**config.mk**
```make
export PLATFORM = sky130hd
export DESIGN_NAME = cgra_clkgate_ctrl
export DESIGN_NICKNAME = d
export VERILOG_FILES = /design/src/rtl/cgra_clkgate_ctrl.sv
export SDC_FILE = /design/constraint.sdc
export NUM_CORES = 1
export LEC_CHECK = 0
export ABC_CLOCK_PERIOD_IN_PS = 1600
export BUFFER_PORTS_ARGS = -buffer_cell sky130_fd_sc_hd__clkbuf_2
export CAP_MARGIN = 5
export CELL_PAD_IN_SITES_DETAIL_PLACEMENT = 1
export CELL_PAD_IN_SITES_GLOBAL_PLACEMENT = 2
export CORE_UTILIZATION = 34
export CTS_CLUSTER_SIZE = 16
export DETAILED_ROUTE_END_ITERATION = 10
export GPL_TIMING_DRIVEN = 0
export PLACE_DENSITY_LB_ADDON = 0.25
export REMOVE_ABC_BUFFERS = 1
export SLEW_MARGIN = 5
export SYNTH_ARGS = -nofsm -noshare
export SYNTH_HDL_FRONTEND = slang
export SYNTH_SLANG_ARGS = --single-unit
```
**constraint.sdc**
```tcl
create_clock -name clk_i -period 1.6 [get_ports clk_i]
set_input_delay 0.16 -clock clk_i [delete_from_list [all_inputs] [get_ports clk_i]]
set_output_delay 0.16 -clock clk_i [all_outputs]
set_load 0.05 [all_outputs]
```
**src/rtl/cgra_clkgate_ctrl.sv**
```systemverilog
// cgra_clkgate_ctrl: per-channel enable controller for CGRA clock-gate cells.
// Wake with settle delay, activity hold, idle hysteresis, then gate off.
module cgra_clkgate_ctrl #(
  parameter int N_CH     = 4,
  parameter int CNT_W    = 8,
  parameter int WAKE_CYC = 2
) (
  input  logic             clk_i,
  input  logic             rst_i,
  input  logic             force_en_i,
  input  logic [N_CH-1:0]  req_i,
  input  logic [N_CH-1:0]  busy_i,
  input  logic [CNT_W-1:0] idle_thr_i,
  output logic [N_CH-1:0]  en_o,
  output logic [N_CH-1:0]  ack_o,
  output logic [N_CH-1:0]  gated_o
);

  // Counter must hold both the hysteresis threshold and the wake delay.
  localparam int WW = $clog2(WAKE_CYC + 1);
  localparam int CW = (CNT_W > WW) ? CNT_W : WW;

  localparam logic [CW-1:0] WAKE_LD = CW'(WAKE_CYC);
  localparam logic [CW-1:0] ONE     = CW'(1);

  typedef enum logic [1:0] {
    S_OFF,
    S_WAKE,
    S_ON,
    S_COOL
  } state_t;

  for (genvar c = 0; c < N_CH; c++) begin : g_ch

    state_t          st_q;
    state_t          st_d;
    logic [CW-1:0]   cnt_q;
    logic [CW-1:0]   cnt_d;
    logic            act;
    logic            en_q;
    logic            ack_q;
    logic            gated_q;

    assign act = req_i[c] | busy_i[c];

    // Next-state and counter update for this channel.
    always_comb begin
      st_d  = st_q;
      cnt_d = cnt_q;
      unique case (st_q)
        S_OFF: begin
          if (act) begin
            st_d  = S_WAKE;
            cnt_d = WAKE_LD;
          end
        end
        S_WAKE: begin
          if (cnt_q == ONE) begin
            st_d  = S_ON;
            cnt_d = '0;
          end else begin
            cnt_d = cnt_q - ONE;
          end
        end
        S_ON: begin
          if (!act) begin
            if (idle_thr_i == '0) begin
              st_d  = S_OFF;
              cnt_d = '0;
            end else begin
              st_d  = S_COOL;
              cnt_d = CW'(idle_thr_i);
            end
          end
        end
        S_COOL: begin
          if (act) begin
            st_d  = S_ON;
            cnt_d = '0;
          end else if (cnt_q == ONE) begin
            st_d  = S_OFF;
            cnt_d = '0;
          end else begin
            cnt_d = cnt_q - ONE;
          end
        end
        default: begin
          st_d  = S_OFF;
          cnt_d = '0;
        end
      endcase
    end

    // State, counter and outputs registered from next state.
    always_ff @(posedge clk_i or posedge rst_i) begin
      if (rst_i) begin
        st_q    <= S_OFF;
        cnt_q   <= '0;
        en_q    <= 1'b0;
        ack_q   <= 1'b0;
        gated_q <= 1'b1;
      end else begin
        st_q    <= st_d;
        cnt_q   <= cnt_d;
        en_q    <= (st_d != S_OFF) | force_en_i;
        ack_q   <= (st_d == S_ON) | (st_d == S_COOL);
        gated_q <= (st_d == S_OFF);
      end
    end

    assign en_o[c]    = en_q;
    assign ack_o[c]   = ack_q;
    assign gated_o[c] = gated_q;

  end

endmodule

```
==> reports/qor.csv, run 1 <==
metric;value;unit
diodes;0;
cp.arrival;1.77;ns
grt_max_degree;32;
p_clk_frac;0.130;
yosysSeqAreaShare;0.418;
postLayoutCoreUtil;0.422;
synth.avg_cell_area;9.58;µm²
antenna_found_initial;0;
path_max_fanout;4;
synth_edf_count;0;
path_class;reg -> reg;
numClockSinks;50;
placed_cell_area;3170;µm²
clk_latency;0.30;ns
synth_fa_ha_area_frac;0.0333;
nets;371;
synth-seq-cells;50;
stdcell_area;3540;µm²
drc;0;
syn_inst;314;
synthArstFlopShare;1.00;
grt_pass1_vias;2474;
worst_r2r_endpoint;g_ch[0].cnt_q[7];
drive_above_1_share;0.252;
reg2reg_from;g_ch[0].cnt_q[4];
core_area;8380;µm²
die_w;96.1;µm
intPower;3780;µW
post-route-min-period;1.58;ns
start_util;0.359;
numPlacedInstances;426;
worstHoldPathCells;3;
yosys.area_share.simple;0.171;
grt_pass1_wl;13100;µm
min_from;req_i[1];
min_period_over_period;0.988;
synth_flop_cell;dfrtp_1;
die_h;96.1;µm
multiInputGateArea;1690;µm²
grt_setup_unrepaired;yes;
n_fill_cell;952;
syn2layout_area_growth;17.7;%
power-per-cell-area;1930;nW/µm²
rr_worst_depth;4;
io_pins;31;
gr-usage-all-layers;0.188;
r2r_slack;0.02;ns
io_buffer_count;30;
max_clock_freq;632;MHz
netSwitchingFraction;0.449;
synth_area;3010;µm²
worstSetupStartpoint;g_ch[0].cnt_q[4];
p_total;6850;µW
p_switching;3070;µW
hold_class;in -> reg;
setup_viol;0;
htree_levels;2;
globalplace.congestion;0.727;
dr.pass1.iters;4;
vias;2548;
endpoint_kind;flop;
instances_no_fill;450;
wire_per_inst;18.2;µm
max-vdd-ir-drop;0.000614;V
cts_root_buf;clkbuf_8;
path_clk_slew;0.10;ns
numCtsBuffers;5;
tightest_slew;0.567;ns
maxSlewViolCount;0;
maxCapViolations;0;
synth_cell_type_count;50;
worstHoldEndpoint;g_ch[1].gated_q;
layout_commonest_cell;dfrtp_1;
synthMuxAreaShare;0.00707;
hpwl;5460;µm
viasPerCell;5.66;
ant_nets;0;
slew_headroom;0.622;
combPwrFrac;0.503;
status;completed;
synth-compound-area-share;0.233;
synth_xor_xnor_area_share;0.0757;
rows;33;
clock_path_buffers;2;
seq_power_share;0.367;
synth_top_family_by_area;compound AO/OA/AOI/OAI gates;
yosysWarnings;0;
worstPathRequired;1.79;ns
cts_tree;done;
seqCellArea;1260;µm²
overflow;0;
detail_route.iter0.violations;86;
p_leak;0.00144;µW
finClkSkew;0.00231;ns
die-area;9230;µm²
final_cell_mix;dfrtp_1 (42), clkbuf_2 (30), o22ai_1 (26);
wirelength;8210;µm
start_kind;flop;
hold_viol;0;
==> per-stage QoR <==
stage	hold WS (ns)	setup TNS [ns]	setup slack, ns
final	0.129	0	0.0190
after global routing	0.130	-0.0591	-0.0307
after CTS	0.121	0	0.00644
after detailed placement	0.202	-2.75	-0.239
after global placement	0.446	-30.25	-0.595
after floorplan	0.258	-0.0226	-0.0226
==> synthesized netlist by cell type, types with 3 or more instances <==
cell | count | area (µm²)
nand2_1 | 18 | 67.6
or4_1 | 3 | 22.5
clkbuf_1 | 11 | 41.3
a32oi_1 | 3 | 26.3
nor3b_1 | 7 | 52.6
nor3_1 | 11 | 55.1
nor2_1 | 16 | 60.1
nand3_1 | 6 | 30.0
buf_4 | 12 | 90.1
or2_1 | 3 | 18.8
a21o_1 | 4 | 30.0
a22oi_1 | 25 | 188
a221oi_1 | 4 | 35.0
inv_1 | 13 | 48.8
dfstp_2 | 4 | 105
nor4_4 | 3 | 63.8
o21ai_0 | 4 | 20.0
and2_1 | 3 | 18.8
ha_1 | 8 | 100
o22ai_1 | 26 | 163
xor2_1 | 13 | 114
dfrtp_1 | 46 | 1150
a21oi_1 | 13 | 65.1
o21ai_1 | 9 | 45.0
xnor2_1 | 13 | 114
or3_1 | 4 | 25.0
==> area by class of cell <==
| type | instances | area share |
|---|---|---|
| multi-input combinational | 226 | 0.477 |
| tap | 105 | 0.0371 |
| timing repair buffer | 47 | 0.0837 |
| clock buffer | 8 | 0.0311 |
| sequential | 50 | 0.356 |
| inverter | 14 | 0.0148 |
==> power groups by stage <==
stage	clock, µW	sequential, µW	combinational (µW)
after floorplan	0	2540	2110
after global placement	0	2510	2850
after detailed placement	0	2510	2900
after CTS	918	2470	3150
after global routing	960	2610	3810
final	888	2510	3440
==> worst max-delay path, cell delays in order (launching register included) <==
cell and delay, ns:
dfrtp_2 0.46, nor4_4 0.39, a211o_4 0.22, a211oi_2 0.04, a2111o_1 0.35
==> how the worst max path moves through the flow <==
stage	slack, ns	end
floorplan	-0.02	g_ch[0].cnt_q[7]
global placement	-0.60	g_ch[3].cnt_q[6]
detailed placement	-0.24	g_ch[0].cnt_q[7]
CTS	0.006	g_ch[0].cnt_q[7]
global route	-0.03	g_ch[0].cnt_q[7]
finish	0.02	g_ch[0].cnt_q[7]
==> flip-flops by register name (all words and copies together), names as in the netlist <==
signal and flops:
g_ch.cnt_q 32, g_ch.st_q 6, g_ch.ack_q 4, g_ch.en_q 4, g_ch.gated_q 4
==> timing repair <==
item	in CTS	in global routing
hold endpoints to repair	16	0
buffers inserted	7	8
setup endpoints to repair	25	32
pin swaps	3	8
hold buffers	1	0
gates resized for setup	11	15
==> metal layers <==
layer | up-vias | track usage | share of wire | wire [µm]
met1 | 1296 | 0.277 | 0.50 | 4110
met2 | 29 | 0.285 | 0.47 | 3840
met5 | - | 0 | 0 | 0
li1 | 1214 | - | - | -
met3 | 9 | 0.0261 | 0.017 | 141
met4 | 0 | 0.0522 | 0.014 | 115
==> kinds of logic (layout without fill, tap and decap cells) <==
| family | count (synthesis) | count (layout) |
|---|---|---|
| compound gates | 102 | 102 |
| xor+xnor | 26 | 26 |
| fa+ha+maj | 8 | 8 |
| buf+inv | 38 | 69 |
| flops | 50 | 50 |
| mux | 2 | 2 |
| simple gates | 88 | 88 |
No activity file was read; power rests on OpenSTA's default activity.
==> run 2, diff against run 1 <==
--- a/config.mk
+++ b/config.mk
@@ -10,6 +10,7 @@
 export CAP_MARGIN = 5
 export CELL_PAD_IN_SITES_DETAIL_PLACEMENT = 1
 export CELL_PAD_IN_SITES_GLOBAL_PLACEMENT = 2
+export CORE_MARGIN = 4
 export CORE_UTILIZATION = 34
 export CTS_CLUSTER_SIZE = 16
 export DETAILED_ROUTE_END_ITERATION = 10
==> run 2 against run 1 <==
Compared with the run above:
- clock skew grew 0.014 ns
- clock-buffer cell count decreased by 3
- total power shrank 0.45%
- critical path depth is 1 higher
- highest routed layer unchanged
==> reports/qor.csv, run 2 (synthesis results as in run 1) <==
metric;value;unit
status;completed;
rows;34;
min_from;req_i[1];
overflow;0;
hold_viol;0;
die_w;102;µm
max-vdd-ir-drop;0.000627;V
start_kind;flop;
tightest_slew;0.597;ns
path_clk_slew;0.10;ns
htree_levels;2;
wire_per_inst;18.3;µm
diodes;0;
post-route-min-period;1.60;ns
ant_nets;0;
final_cell_mix;dfrtp_1 (40), clkbuf_2 (30), o22ai_1 (26);
die-area;10400;µm²
clock_path_buffers;2;
hpwl;5500;µm
vias;2503;
slew_headroom;0.602;
top_register;g_ch.cnt_q;
drive_above_1_share;0.253;
globalplace.congestion;0.734;
min_period_over_period;0.997;
nets;370;
cts_tree;done;
die_h;102;µm
rr_worst_depth;5;
endpoint_kind;flop;
gr-usage-all-layers;0.166;
maxSlewViolCount;0;
p_leak;0.00142;µW
grt_pass1_wl;13500;µm
cp.arrival;1.85;ns
start_util;0.347;
worst_r2r_endpoint;g_ch[0].cnt_q[7];
hold_class;in -> reg;
path_max_fanout;6;
largest_reg_flops;32;
layout_commonest_cell;dfrtp_1;
maxCapViolations;0;
n_fill_cell;1012;
postLayoutCoreUtil;0.406;
wirelength;8270;µm
instances_no_fill;452;
setup_viol;0;
largest_registers;g_ch.cnt_q: 32 flops, g_ch.st_q: 6 flops;
antenna_found_initial;0;
finClkSkew;0.0165;ns
worstPathRequired;1.85;ns
grt_setup_unrepaired;yes;
worstHoldEndpoint;g_ch[1].gated_q;
numPlacedInstances;429;
r2r_slack;0.005;ns
dr.pass1.iters;4;
detail_route.iter0.violations;58;
io_buffer_count;30;
syn2layout_area_growth;17.3;%
viasPerCell;5.54;
power-per-cell-area;1930;nW/µm²
grt_max_degree;37;
fin_tns_setup;0;ns
numCtsBuffers;5;
hold_slack;0.119;ns
p_total;6820;µW
cts_root_buf;clkbuf_8;
worstHoldPathCells;3;
clk_latency;0.32;ns
grt_pass1_vias;2521;
drc;0;
core_area;8680;µm²
io_pins;31;
numClockSinks;50;
reg2reg_from;g_ch[0].cnt_q[0];
path_class;reg -> reg;
max_clock_freq;627;MHz
[run 2: changes by cell type in the layout (fill, tap and decap cells not counted), sizes merged]
cell	change
clkbuf	-3
buf	-1
clkinvlp	+2
bufinv	+1
[run 2: worst max-delay path: stages, from the launching register on]
cell and delay (ns):
dfrtp_2 0.45, ha_1 0.20, nor3b_4 0.16, a211o_4 0.35
a211oi_1 0.24, a2111o_1 0.14
[run 2: layout make-up]
class                   count  area [µm²]  area share
inverters                  14        52.6      0.0149
clock buffers               5        68.8      0.0195
well taps                 108         135      0.0383
clock inverters             3        45.0      0.0128
repair buffers             46         285      0.0809
flip-flops and latches     50        1260       0.358
multi-input cells         226        1680       0.475
[run 2: power breakdown]
part / switching, µW / leakage [µW] / internal [µW]
clock network: 484 / 0.0000504 / 466
logic: 1800 / 0.000776 / 1560
registers: 766 / 0.000597 / 1740
total: 3050 / 0.00142 / 3770
[run 2: layer usage]
metal / vias up / track usage / share of wire
li1: 1206 / - / -
met4: 0 / 0.0363 / 0.0091
met5: - / 0 / 0
met1: 1257 / 0.250 / 0.50
met2: 35 / 0.253 / 0.47
met3: 5 / 0.0246 / 0.024
[run 2: worst max path at each step]
stage	start	endpoint	slack [ns]	depth (start not counted)
2_1_floorplan	g_ch[0].cnt_q[1]	g_ch[0].cnt_q[7]	-0.02	6
3_3_place_gp	rst_i	g_ch[1].cnt_q[7]	-0.59	2
3_5_place_dp	g_ch[0].cnt_q[1]	g_ch[0].cnt_q[7]	-0.26	6
4_1_cts	g_ch[0].cnt_q[2]	g_ch[0].cnt_q[7]	-0.06	4
5_1_grt	g_ch[2].cnt_q[5]	g_ch[2].cnt_q[7]	-0.04	5
6_report	g_ch[0].cnt_q[0]	g_ch[0].cnt_q[7]	0.005	5
[run 2: stage by stage]
stage	cell area (µm²)	worst slack, ns
finish	3530	0.00479
global route	3530	-0.0447
CTS	3400	-0.0589
detailed placement	3180	-0.258
global placement	3160	-0.589
floorplan	2870	-0.0226
[run 2: timing repair]
| action | 4_1_cts | 5_1_grt |
|---|---|---|
| setup endpoints to repair | 26 | 30 |
| cloned | 0 | 0 |
| hold endpoints to repair | 14 | 0 |
| buffers inserted | 6 | 8 |
| hold buffers | 1 | 0 |
| pin swaps | 3 | 6 |
| gates resized for setup | 12 | 13 |
==> run 3, diff against run 2 <==
--- a/config.mk
+++ b/config.mk
@@ -5,15 +5,16 @@
 export SDC_FILE = /design/constraint.sdc
 export NUM_CORES = 1
 export LEC_CHECK = 0
+export ABC_AREA = 1
 export ABC_CLOCK_PERIOD_IN_PS = 1600
-export BUFFER_PORTS_ARGS = -buffer_cell sky130_fd_sc_hd__clkbuf_2
 export CAP_MARGIN = 5
 export CELL_PAD_IN_SITES_DETAIL_PLACEMENT = 1
 export CELL_PAD_IN_SITES_GLOBAL_PLACEMENT = 2
 export CORE_MARGIN = 4
-export CORE_UTILIZATION = 34
+export CORE_UTILIZATION = 32
 export CTS_CLUSTER_SIZE = 16
 export DETAILED_ROUTE_END_ITERATION = 10
+export DONT_BUFFER_PORTS = 1
 export GPL_TIMING_DRIVEN = 0
 export PLACE_DENSITY_LB_ADDON = 0.25
 export REMOVE_ABC_BUFFERS = 1
==> run 3 against run 2 <==
Compared with the run above:
- core utilization is 5.0 points lower
- global-route usage down 0.18 points
- critical endpoint is now g_ch[3].en_q
- final cell count up 47%
- highest routed layer unchanged
- clock-buffer cell count grew 2
- wire length increased by 18%
- via count grew 25%
- combinational power up 18%
- cell area increased by 9.2%
- critical path depth increased by 2
- sequential share of layout area decreased by 3.0 points
- synthesized cell count rose by 67%
==> reports/qor.csv, run 3 <==
metric;value;unit
cts_tree;done;
clock_path_buffers;2;
htree_levels;2;
reg2reg_from;g_ch[3].ack_q;
ys_top_cells_by_count;nand2_1 (195), inv_1 (70), dfrtp_1 (46);
core_area;10800;µm²
hold_slack;0.0460;ns
numPlacedInstances;650;
power-per-cell-area;2020;nW/µm²
die-area;12800;µm²
yosysSeqAreaShare;0.356;
synth_area;3530;µm²
diodes;0;
die_h;113;µm
grt_pass1_vias;3367;
nets;551;
path_max_fanout;6;
synth.top_cells.by_area;dfrtp_1 (33%), nand2_1 (21%), inv_1 (7.4%);
layout_commonest_cell;nand2_1;
synth-seq-cells;50;
gr-usage-all-layers;0.164;
max-vdd-ir-drop;0.000941;V
worstPathRequired;1.80;ns
viasPerCell;4.72;
start_util;0.327;
cp.arrival;1.72;ns
synth_edf_count;0;
worstHoldEndpoint;g_ch[3].cnt_q[5];
grt_max_degree;30;
fin_tns_setup;0;ns
status;completed;
largest_registers;g_ch.cnt_q: 32 flops, g_ch.st_q: 6 flops;
ant_nets;0;
globalplace.congestion;0.755;
syn2layout_area_growth;9.15;%
setup_viol;0;
endpoint_kind;flop;
synth_flop_cell;dfrtp_1;
rows;38;
maxSlewViolCount;0;
synth_top_area_frac;0.326;
hold_viol;0;
yosysWarnings;0;
worst_r2r_endpoint;g_ch[3].en_q;
p_leak;0.00201;µW
tightest_slew;0.536;ns
stdcell_area;3850;µm²
syn_inst;523;
wire_per_inst;14.6;µm
post-route-min-period;1.53;ns
numCtsBuffers;5;
largest_reg_flops;32;
synth_cell_type_count;29;
maxCapViolations;0;
hold_class;in -> reg;
numClockSinks;50;
slew_headroom;0.643;
drive_above_1_share;0.141;
rr_worst_depth;7;
grt_setup_unrepaired;yes;
synth_largest_area_cell;dfrtp_1;
top_register;g_ch.cnt_q;
max_clock_freq;656;MHz
synthArstFlopShare;1.00;
dr.pass1.iters;4;
clk_latency;0.32;ns
post-synth-top-count-cell;nand2_1;
min_from;idle_thr_i[5];
detail_route.iter0.violations;118;
finClkSkew;0.0185;ns
path_clk_slew;0.11;ns
io_pins;31;
cts_root_buf;clkbuf_8;
io_buffer_count;0;
grt_pass1_wl;16800;µm
overflow;0;
vias;3139;
hpwl;7570;µm
instances_no_fill;665;
postLayoutCoreUtil;0.357;
final_cell_mix;nand2_1 (195), inv_1 (66), dfrtp_1 (44);
r2r_slack;0.07;ns
die_w;113;µm
start_kind;flop;
placed_cell_area;3620;µm²
worstHoldPathCells;4;
antenna_found_initial;0;
drc;0;
path_class;reg -> reg;
min_period_over_period;0.953;
synth.avg_cell_area;6.75;µm²
wirelength;9740;µm
run 3: cells by family after synthesis:
| kind of cell | count (synthesis) | share of synthesized area |
|---|---|---|
| compound gates | 49 | 0.0784 |
| xor+xnor | 8 | 0.0199 |
| fa+ha+maj | 8 | 0.0284 |
| buf+inv | 95 | 0.115 |
| flops | 50 | 0.356 |
| simple gates | 313 | 0.403 |
run 3: report_power, final:
part           total [µW]  switching [µW]  internal [µW]  leakage, µW
Combinational        3970            2530           1440      0.00135
Sequential           2860            1030           1830     0.000612
Clock                 935             465            470    0.0000524
Total                7760            4030           3740      0.00201
run 3: repair_timing:
item / 4_1_cts / 5_1_grt
setup endpoints to repair: 26 / 25
pin swaps: 0 / 6
endpoints found under the hold margin: 21 / 0
resized for setup: 5 / 16
setup buffers: 0 / 5
hold buffers: 2 / 0
run 3: area by class of cell:
class                           instances  area (µm²)
Clock inverter                          1        30.0
Inverter                               81         304
Clock buffer                            7        76.3
Timing Repair Buffer                    8        77.6
Fill cell                            1405        6940
Tap cell                              140         175
Multi-Input combinational cell        378        1920
Sequential cell                        50        1260
run 3: through the flow:
step / setup slack, ns / power, µW
2_1_floorplan: 0.0800 / 5730
6_report: 0.0746 / 7760
3_3_place_gp: -0.537 / 6580
3_5_place_dp: -0.424 / 6720
4_1_cts: 0.00698 / 7750
5_1_grt: -0.0257 / 8650
run 3: critical path: stages, from the launching register on:
cell	delay, ns
dfrtp_4	0.58
inv_2	0.11
o21ai_2	0.26
inv_2	0.07
nand2_4	0.09
nand3_4	0.08
nor2_4	0.16
nand2_2	0.05
run 3: how the worst max path moves through the flow:
stage / start / endpoint / slack, ns / cells past startpoint
after detailed placement: g_ch[0].st_q[1] / g_ch[0].cnt_q[4] / -0.42 / 4
after global routing: g_ch[0].cnt_q[1] / g_ch[0].en_q / -0.03 / 9
after CTS: g_ch[3].ack_q / g_ch[3].cnt_q[2] / 0.007 / 4
after global placement: rst_i / g_ch[3].cnt_q[4] / -0.54 / 1
final: g_ch[3].ack_q / g_ch[3].en_q / 0.07 / 7
after floorplan: g_ch[3].ack_q / g_ch[3].en_q / 0.08 / 7
run 3: routing by layer:
metal  part of all wire  wire length [µm]  track usage
met1               0.46              4500        0.211
met2               0.48              4670        0.279
met3              0.044               426       0.0380
met4              0.015               150       0.0433
met5                  0                 0            0
